### config.mk
export PLATFORM = sky130hd
export DESIGN_NAME = tournament_chooser
export DESIGN_NICKNAME = d
export VERILOG_FILES = /design/src/rtl/bp_pkg.sv /design/src/rtl/bp_inflight_fifo.sv /design/src/rtl/tournament_chooser.sv
export SDC_FILE = /design/constraint.sdc
export NUM_CORES = 2
export LEC_CHECK = 0
export CAP_MARGIN = 20
export CORE_ASPECT_RATIO = 1.25
export CORE_MARGIN = 10
export CORE_UTILIZATION = 45
export CTS_BUF_LIST = sky130_fd_sc_hd__clkbuf_8 sky130_fd_sc_hd__clkbuf_16
export DETAILED_ROUTE_END_ITERATION = 12
export GPL_TIMING_DRIVEN = 1
export PLACE_DENSITY_LB_ADDON = 0.3
export SYNTH_ARGS = -nofsm -noshare
export SYNTH_HDL_FRONTEND = slang
export SYNTH_SLANG_ARGS = --single-unit
### constraint.sdc
create_clock -name CLK -period 10 [get_ports CLK]
set_input_delay 2 -clock CLK [delete_from_list [all_inputs] [get_ports CLK]]
set_output_delay 2 -clock CLK [all_outputs]
set_load 0.01 [all_outputs]
### src/rtl/bp_pkg.sv
// rtl/bp_pkg.sv - shared branch-predictor types, counter constants and saturating helpers
package bp_pkg;

    localparam int IDX_BITS_DEFAULT = 10;

    // Wide enough for any PC[IDX_BITS+1:2] slice of a 32-bit address.
    localparam int IDX_FIELD_BITS = 30;

    localparam logic [1:0] SNT = 2'b00;
    localparam logic [1:0] WNT = 2'b01;
    localparam logic [1:0] WT  = 2'b10;
    localparam logic [1:0] ST  = 2'b11;

    typedef struct packed {
        logic [IDX_FIELD_BITS-1:0] idx;
        logic                      local_taken;
        logic                      global_taken;
        logic                      final_taken;
    } inflight_entry_t;

    function automatic logic [1:0] sat_inc(input logic [1:0] ctr);
        return (ctr == ST) ? ST : ctr + 2'b01;
    endfunction

    function automatic logic [1:0] sat_dec(input logic [1:0] ctr);
        return (ctr == SNT) ? SNT : ctr - 2'b01;
    endfunction

endpackage

### src/rtl/bp_inflight_fifo.sv
// rtl/bp_inflight_fifo.sv - in-order queue of in-flight predictions with flush and sticky overflow
module bp_inflight_fifo
    import bp_pkg::*;
#(
    parameter int DEPTH = 4
) (
    input  logic            CLK,
    input  logic            RESET,
    input  logic            push,
    input  inflight_entry_t push_data,
    input  logic            pop,
    input  logic            flush,
    output inflight_entry_t head_data,
    output logic            full,
    output logic            push_accept,
    output logic            pop_accept,
    output logic            overflow
);

    localparam int PTR_BITS = $clog2(DEPTH);

    inflight_entry_t       mem [DEPTH];
    logic [PTR_BITS-1:0]   wr_ptr;
    logic [PTR_BITS-1:0]   rd_ptr;
    logic [PTR_BITS:0]     count;
    logic                  empty;
    logic                  push_ok;

    assign empty      = (count == '0);
    assign full       = (count == (PTR_BITS+1)'(DEPTH));
    assign pop_accept = pop && !empty;
    // A full queue still takes a push when the head leaves in the same cycle.
    assign push_ok     = push && (!full || pop_accept);
    assign push_accept = push_ok && !flush;
    assign head_data   = mem[rd_ptr];

    always_ff @(posedge CLK or negedge RESET) begin
        if (!RESET) begin
            wr_ptr   <= '0;
            rd_ptr   <= '0;
            count    <= '0;
            overflow <= 1'b0;
        end else begin
            if (push && !push_ok && !flush) begin
                overflow <= 1'b1;
            end
            if (flush) begin
                wr_ptr <= '0;
                rd_ptr <= '0;
                count  <= '0;
            end else begin
                if (push_ok) begin
                    wr_ptr <= wr_ptr + PTR_BITS'(1);
                end
                if (pop_accept) begin
                    rd_ptr <= rd_ptr + PTR_BITS'(1);
                end
                if (push_ok && !pop_accept) begin
                    count <= count + (PTR_BITS+1)'(1);
                end else if (!push_ok && pop_accept) begin
                    count <= count - (PTR_BITS+1)'(1);
                end
            end
        end
    end

    always_ff @(posedge CLK) begin
        if (push_accept) begin
            mem[wr_ptr] <= push_data;
        end
    end

endmodule

### src/rtl/tournament_chooser.sv
// rtl/tournament_chooser.sv - per-PC local/global chooser with in-order training and mispredict flag
// Optional CHOOSER_STATS_EN adds Stat_pred / Stat_mispred counters.
module tournament_chooser
    import bp_pkg::*;
#(
    parameter int IDX_BITS   = IDX_BITS_DEFAULT,
    parameter int FIFO_DEPTH = 4
) (
    input  logic        CLK,
    input  logic        RESET,
    input  logic        Pred_valid,
    input  logic [31:0] Pred_addr,
    input  logic        Local_taken,
    input  logic        Global_taken,
    output logic        Taken,
    input  logic        Resolve_valid,
    input  logic        Resolve_taken,
    input  logic        Flush,
    output logic        Mispredict,
    output logic        Fifo_full,
`ifdef CHOOSER_STATS_EN
    output logic [31:0] Stat_pred,
    output logic [31:0] Stat_mispred,
`endif
    output logic        Overflow
);

    localparam int TABLE_SIZE = 2 ** IDX_BITS;

    logic [1:0]          chooser [TABLE_SIZE];
    logic [IDX_BITS-1:0] pred_idx;
    logic [IDX_BITS-1:0] train_idx;
    inflight_entry_t     push_entry;
    inflight_entry_t     head_entry;
    logic                push_accept;
    logic                pop_accept;
    logic                do_train;
    logic [1:0]          train_value;
    logic                mispredict_next;
    logic                unused_bits;

    assign pred_idx  = Pred_addr[IDX_BITS+1:2];
    assign train_idx = head_entry.idx[IDX_BITS-1:0];
    assign Taken     = Pred_valid && (chooser[pred_idx][1] ? Global_taken : Local_taken);

    always_comb begin
        push_entry              = '0;
        push_entry.idx          = IDX_FIELD_BITS'(pred_idx);
        push_entry.local_taken  = Local_taken;
        push_entry.global_taken = Global_taken;
        push_entry.final_taken  = Taken;
    end

    bp_inflight_fifo #(
        .DEPTH (FIFO_DEPTH)
    ) u_fifo (
        .CLK         (CLK),
        .RESET       (RESET),
        .push        (Pred_valid),
        .push_data   (push_entry),
        .pop         (Resolve_valid),
        .flush       (Flush),
        .head_data   (head_entry),
        .full        (Fifo_full),
        .push_accept (push_accept),
        .pop_accept  (pop_accept),
        .overflow    (Overflow)
    );

    // Train only when the two predictors disagreed; agreement says nothing about which is better.
    always_comb begin
        do_train        = pop_accept && (head_entry.local_taken != head_entry.global_taken);
        train_value     = (head_entry.global_taken == Resolve_taken) ? sat_inc(chooser[train_idx])
                                                                     : sat_dec(chooser[train_idx]);
        mispredict_next = pop_accept && (head_entry.final_taken != Resolve_taken);
    end

    always_ff @(posedge CLK or negedge RESET) begin
        if (!RESET) begin
            for (int i = 0; i < TABLE_SIZE; i++) begin
                chooser[i] <= WNT;
            end
        end else if (do_train) begin
            chooser[train_idx] <= train_value;
        end
    end

    always_ff @(posedge CLK or negedge RESET) begin
        if (!RESET) begin
            Mispredict <= 1'b0;
        end else begin
            Mispredict <= mispredict_next;
        end
    end

`ifdef CHOOSER_STATS_EN
    always_ff @(posedge CLK or negedge RESET) begin
        if (!RESET) begin
            Stat_pred    <= '0;
            Stat_mispred <= '0;
        end else begin
            if (push_accept) begin
                Stat_pred <= Stat_pred + 32'd1;
            end
            if (mispredict_next) begin
                Stat_mispred <= Stat_mispred + 32'd1;
            end
        end
    end
`endif

    assign unused_bits = ^{Pred_addr[31:IDX_BITS+2], Pred_addr[1:0],
                           head_entry.idx[IDX_FIELD_BITS-1:IDX_BITS], push_accept};

endmodule

==> flow_summary.json <==
{
  "cp.required_ns": 8.00,
  "finalCriticalPeriod_ns": 8.961,
  "first_pass_iters": 8,
  "clkPwrFrac": 0.307,
  "grt_pass1_vias": 107142,
  "synthTopCellsByArea": "dfstp_2 (21%), dfrtp_1 (20%), mux2_2 (8.9%)",
  "synth_xor_area_frac": 0.0006777,
  "timing.final.crit_share": 0.8961,
  "hpwl_um": 249100,
  "cts_max_path_buffers": 4,
  "seqPwrFrac": 0.322,
  "holdWs_ns": 0.4682,
  "syn_area_per_cell_um2": 10.34,
  "ys.flop_type": "dfrtp_1",
  "fin_cells": 15318,
  "path_cells": "buf_8 -> buf_12 -> buf_12 -> mux4_2 -> mux4_2 -> mux4_2 -> mux4_2 -> mux4_2 -> o21ai_0 -> clkdlybuf4s50_1",
  "cpMostUsedCell": "mux4_2",
  "synth_top_family_by_area": "multiplexers",
  "synthArstFlopShare": 0.9753,
  "synthToLayoutAreaGrowth_pct": 7.220,
  "finalSetupViolCount": 0,
  "yosys.area_share.adder": 0.0005421,
  "overflow": 0,
  "muxShareOfSynthArea": 0.2236,
  "wl_per_cell_um": 29.70,
  "p_comb_frac": 0.371,
  "grt_pass1_wl_um": 685300,
  "slowest_delay_ns": 0.66,
  "antenna_found_initial": 26,
  "min_path_type": "register to register",
  "postCtsSetupBuffers": 0,
  "synthCells": 12499,
  "cts_root_buffer": "clkbuf_16",
  "synth_edf_count": 52,
  "critical_path_arrival_ns": 6.96,
  "cts_tree": "done",
  "critPathMaxFanout": 26,
  "rows": 219,
  "fp.dieArea_um2": 309200,
  "cts_sinks": 2109,
  "grtUsageTotal": 0.2820,
  "crit_buf_inv": 4,
  "gp_congestion": 0.8624,
  "crit_family": "multiplexers",
  "syn_nets": 12544,
  "drt-total-wl_um": 455000,
  "cts_buffers": 217,
  "clk_pin_slew_worst_paths_ns": 0.06,
  "ys_seq_area_frac": 0.4203,
  "final.setup.tns_ns": 0,
  "synthDominantCellAreaShare": 0.2082,
  "die_w_um": 499.3,
  "synthSimpleGateAreaFrac": 0.09939,
  "drive_gt1_frac": 0.2813,
  "clk_latency_ns": 0.92,
  "ir_worst_vdd_mv": 0.4417,
  "p_per_area_nw_per_um2": 201.3,
  "core_um2": 285200,
  "htreeDepth": 4,
  "cts_resized": 0,
  "viasPerCell": 7.195,
  "fin_skew_ns": 0.06794,
  "nets": 11411,
  "critPathSlowestCell": "mux4_2",
  "drtIter0Drc": 13171,
  "synth.most_common_cell": "clkbuf_1",
  "violations": "slew limit",
  "io_pins": 44,
  "cp-end-kind": "output pin",
  "fillers": 25076,
  "yosys_warnings": 0,
  "ctsHoldBuffers": 0,
  "route.detailed.drc": 0,
  "num_vias": 110210,
  "port_buffers": 21,
  "power.total_w": 0.02789,
  "synth_cell_types": 60,
  "status": "finished, violations left",
  "cp-start-kind": "primary input",
  "dp.cells": 14871,
  "ant_nets": 0,
  "ys_ff_latch": 2109,
  "sw_frac_of_total": 0.4419,
  "fmax_mhz": 111.6,
  "die_y_um": 619.2,
  "switchingPower_w": 0.01233,
  "cap_viol_max_count": 0,
  "finalHoldViolations": 0,
  "grt_max_degree": 274,
  "yosysTopAreaCell": "dfstp_2",
  "post_synth_instance_area_um2": 129200,
  "rsz0062_at_grt": "false",
  "ys_top_cells_by_count": "clkbuf_1 (1223), nand3_1 (1122), nor2_1 (1051), dfrtp_1 (1033), o21ai_0 (1029)",
  "internal-power_w": 0.01557,
  "slew_headroom": -0.1330,
  "path_class": "primary input to output pin",
  "worstMarginPinSlew_ns": 1.700,
  "leakagePower_nw": 54.71,
  "synth_compound_area_frac": 0.2010,
  "slew_violations": 129,
  "initial_utilization": 0.4531
}
==> power by group through the flow <==
stage | Combinational, W | Clock (W) | Sequential [W]
after floorplan | 0.00683 | 0 | 0.00907
after detailed placement | 0.00984 | 0 | 0.00912
final | 0.0103 | 0.00857 | 0.00898
after global routing | 0.0107 | 0.00899 | 0.00900
after global placement | 0.00956 | 0 | 0.00910
after CTS | 0.00985 | 0.00864 | 0.00898
==> kinds of logic (layout without fill, tap and decap cells) <==
logic type | Yosys count | in the layout
muxes | 2171 | 2171
DFF | 2109 | 2109
other | 0 | 15
and+or+nand+nor | 2928 | 2928
AOI/OAI and AO/OA | 3610 | 3610
xor gates and xnor gates | 10 | 10
adders and majority gates | 5 | 5
buffers and inverters | 1666 | 713
==> state kept, by name, indices dropped and copies added, names as in the netlist <==
name,cells
Mispredict,1
chooser,2048
u_fifo.count,3
u_fifo.mem,52
u_fifo.overflow,1
u_fifo.rd_ptr,2
u_fifo.wr_ptr,2
==> metal layers <==
layer	track usage	wire length, µm	vias to the layer above
met5	0	166	-
met4	0.2019	37330	24
met1	0.3568	171700	56376
met2	0.4275	201900	6028
li1	-	-	46212
met3	0.06139	43860	1570
==> cell type report <==
cell class	count	area (µm²)	share of cell area
Clock buffer	284	6409	0.04625
Timing Repair Buffer	308	3814	0.02752
Clock inverter	115	959.7	0.006925
Antenna cell	15	37.54	0.0002709
Inverter	6	22.52	0.0001625
Multi-Input combinational cell	8724	68310	0.4930
Sequential cell	2109	54320	0.3920
Tap cell	3757	4701	0.03392
==> cells in the final DEF (no fill, tap or decap), types with 25 or more instances in the layout <==
| cell | synthesis | routed |
|---|---|---|
| nor2_1 | 1051 | 1049 |
| o211ai_1 | 1024 | 1024 |
| nand2_4 | 0 | 32 |
| o311ai_0 | 1025 | 1024 |
| nor2b_1 | 110 | 109 |
| a211oi_1 | 160 | 160 |
| clkbuf_8 | 0 | 62 |
| a311oi_1 | 32 | 32 |
| buf_4 | 31 | 177 |
| mux2_2 | 1026 | 1024 |
| a32oi_1 | 110 | 110 |
| a31oi_1 | 79 | 79 |
| a41oi_1 | 25 | 25 |
| buf_12 | 0 | 98 |
| clkinv_2 | 0 | 36 |
| mux2i_1 | 675 | 675 |
| nand3_1 | 1122 | 1120 |
| nand2_2 | 0 | 31 |
| inv_1 | 6 | 57 |
| o21ai_0 | 1029 | 1029 |
| a22oi_1 | 57 | 57 |
| mux4_2 | 470 | 468 |
| nand2_1 | 589 | 526 |
| clkbuf_16 | 0 | 222 |
| edfxtp_1 | 52 | 52 |
| dfrtp_1 | 1033 | 1033 |
| dfstp_2 | 1024 | 1024 |
==> per-stage QoR <==
stage / cell area, µm² / setup WS (ns) / util
global placement: 130400 / 1.114 / 0.4571
global route: 138600 / 0.8500 / 0.4857
CTS: 137800 / 1.065 / 0.4832
floorplan: 129200 / 2.003 / -
finish: 138600 / 1.039 / 0.4858
detailed placement: 130500 / 1.059 / 0.4574
==> worst reg2reg max path: stages (launching register included) <==
cell,delay [ns]
dfrtp_1,0.71
buf_4,0.34
mux4_2,0.76
and3b_4,0.99
buf_4,0.67
a22o_1,0.30
a221oi_1,0.07
a31oi_1,0.76
or4_1,0.41
a21oi_1,0.16
nand3_4,0.18
buf_12,0.56
buf_4,1.64
o311ai_0,0.43
nand3_1,0.18
==> final timing paths <==
| kind | startpoint | endpoint | slack, ns | depth (start not counted) |
|---|---|---|---|---|
| setup / recovery | Pred_addr[2] | Taken | 1.04 | 10 |
| hold / removal | u_fifo.overflow$_DFFE_PN0P_ | u_fifo.overflow$_DFFE_PN0P_ | 0.47 | 1 |
| setup reg to reg | u_fifo.rd_ptr[0]$_DFFE_PN0P_ | chooser[179]$_DFFE_PN0P_ | 1.73 | 14 |
| hold reg to reg | u_fifo.overflow$_DFFE_PN0P_ | u_fifo.overflow$_DFFE_PN0P_ | 0.47 | 1 |
| max in group asynchronous | RESET | chooser[233]$_DFFE_PN0P_ | 6.42 | 3 |
| min in group asynchronous | RESET | chooser[689]$_DFFE_PN0P_ | 1.14 | 1 |
Power figures use the tool's default switching activity.
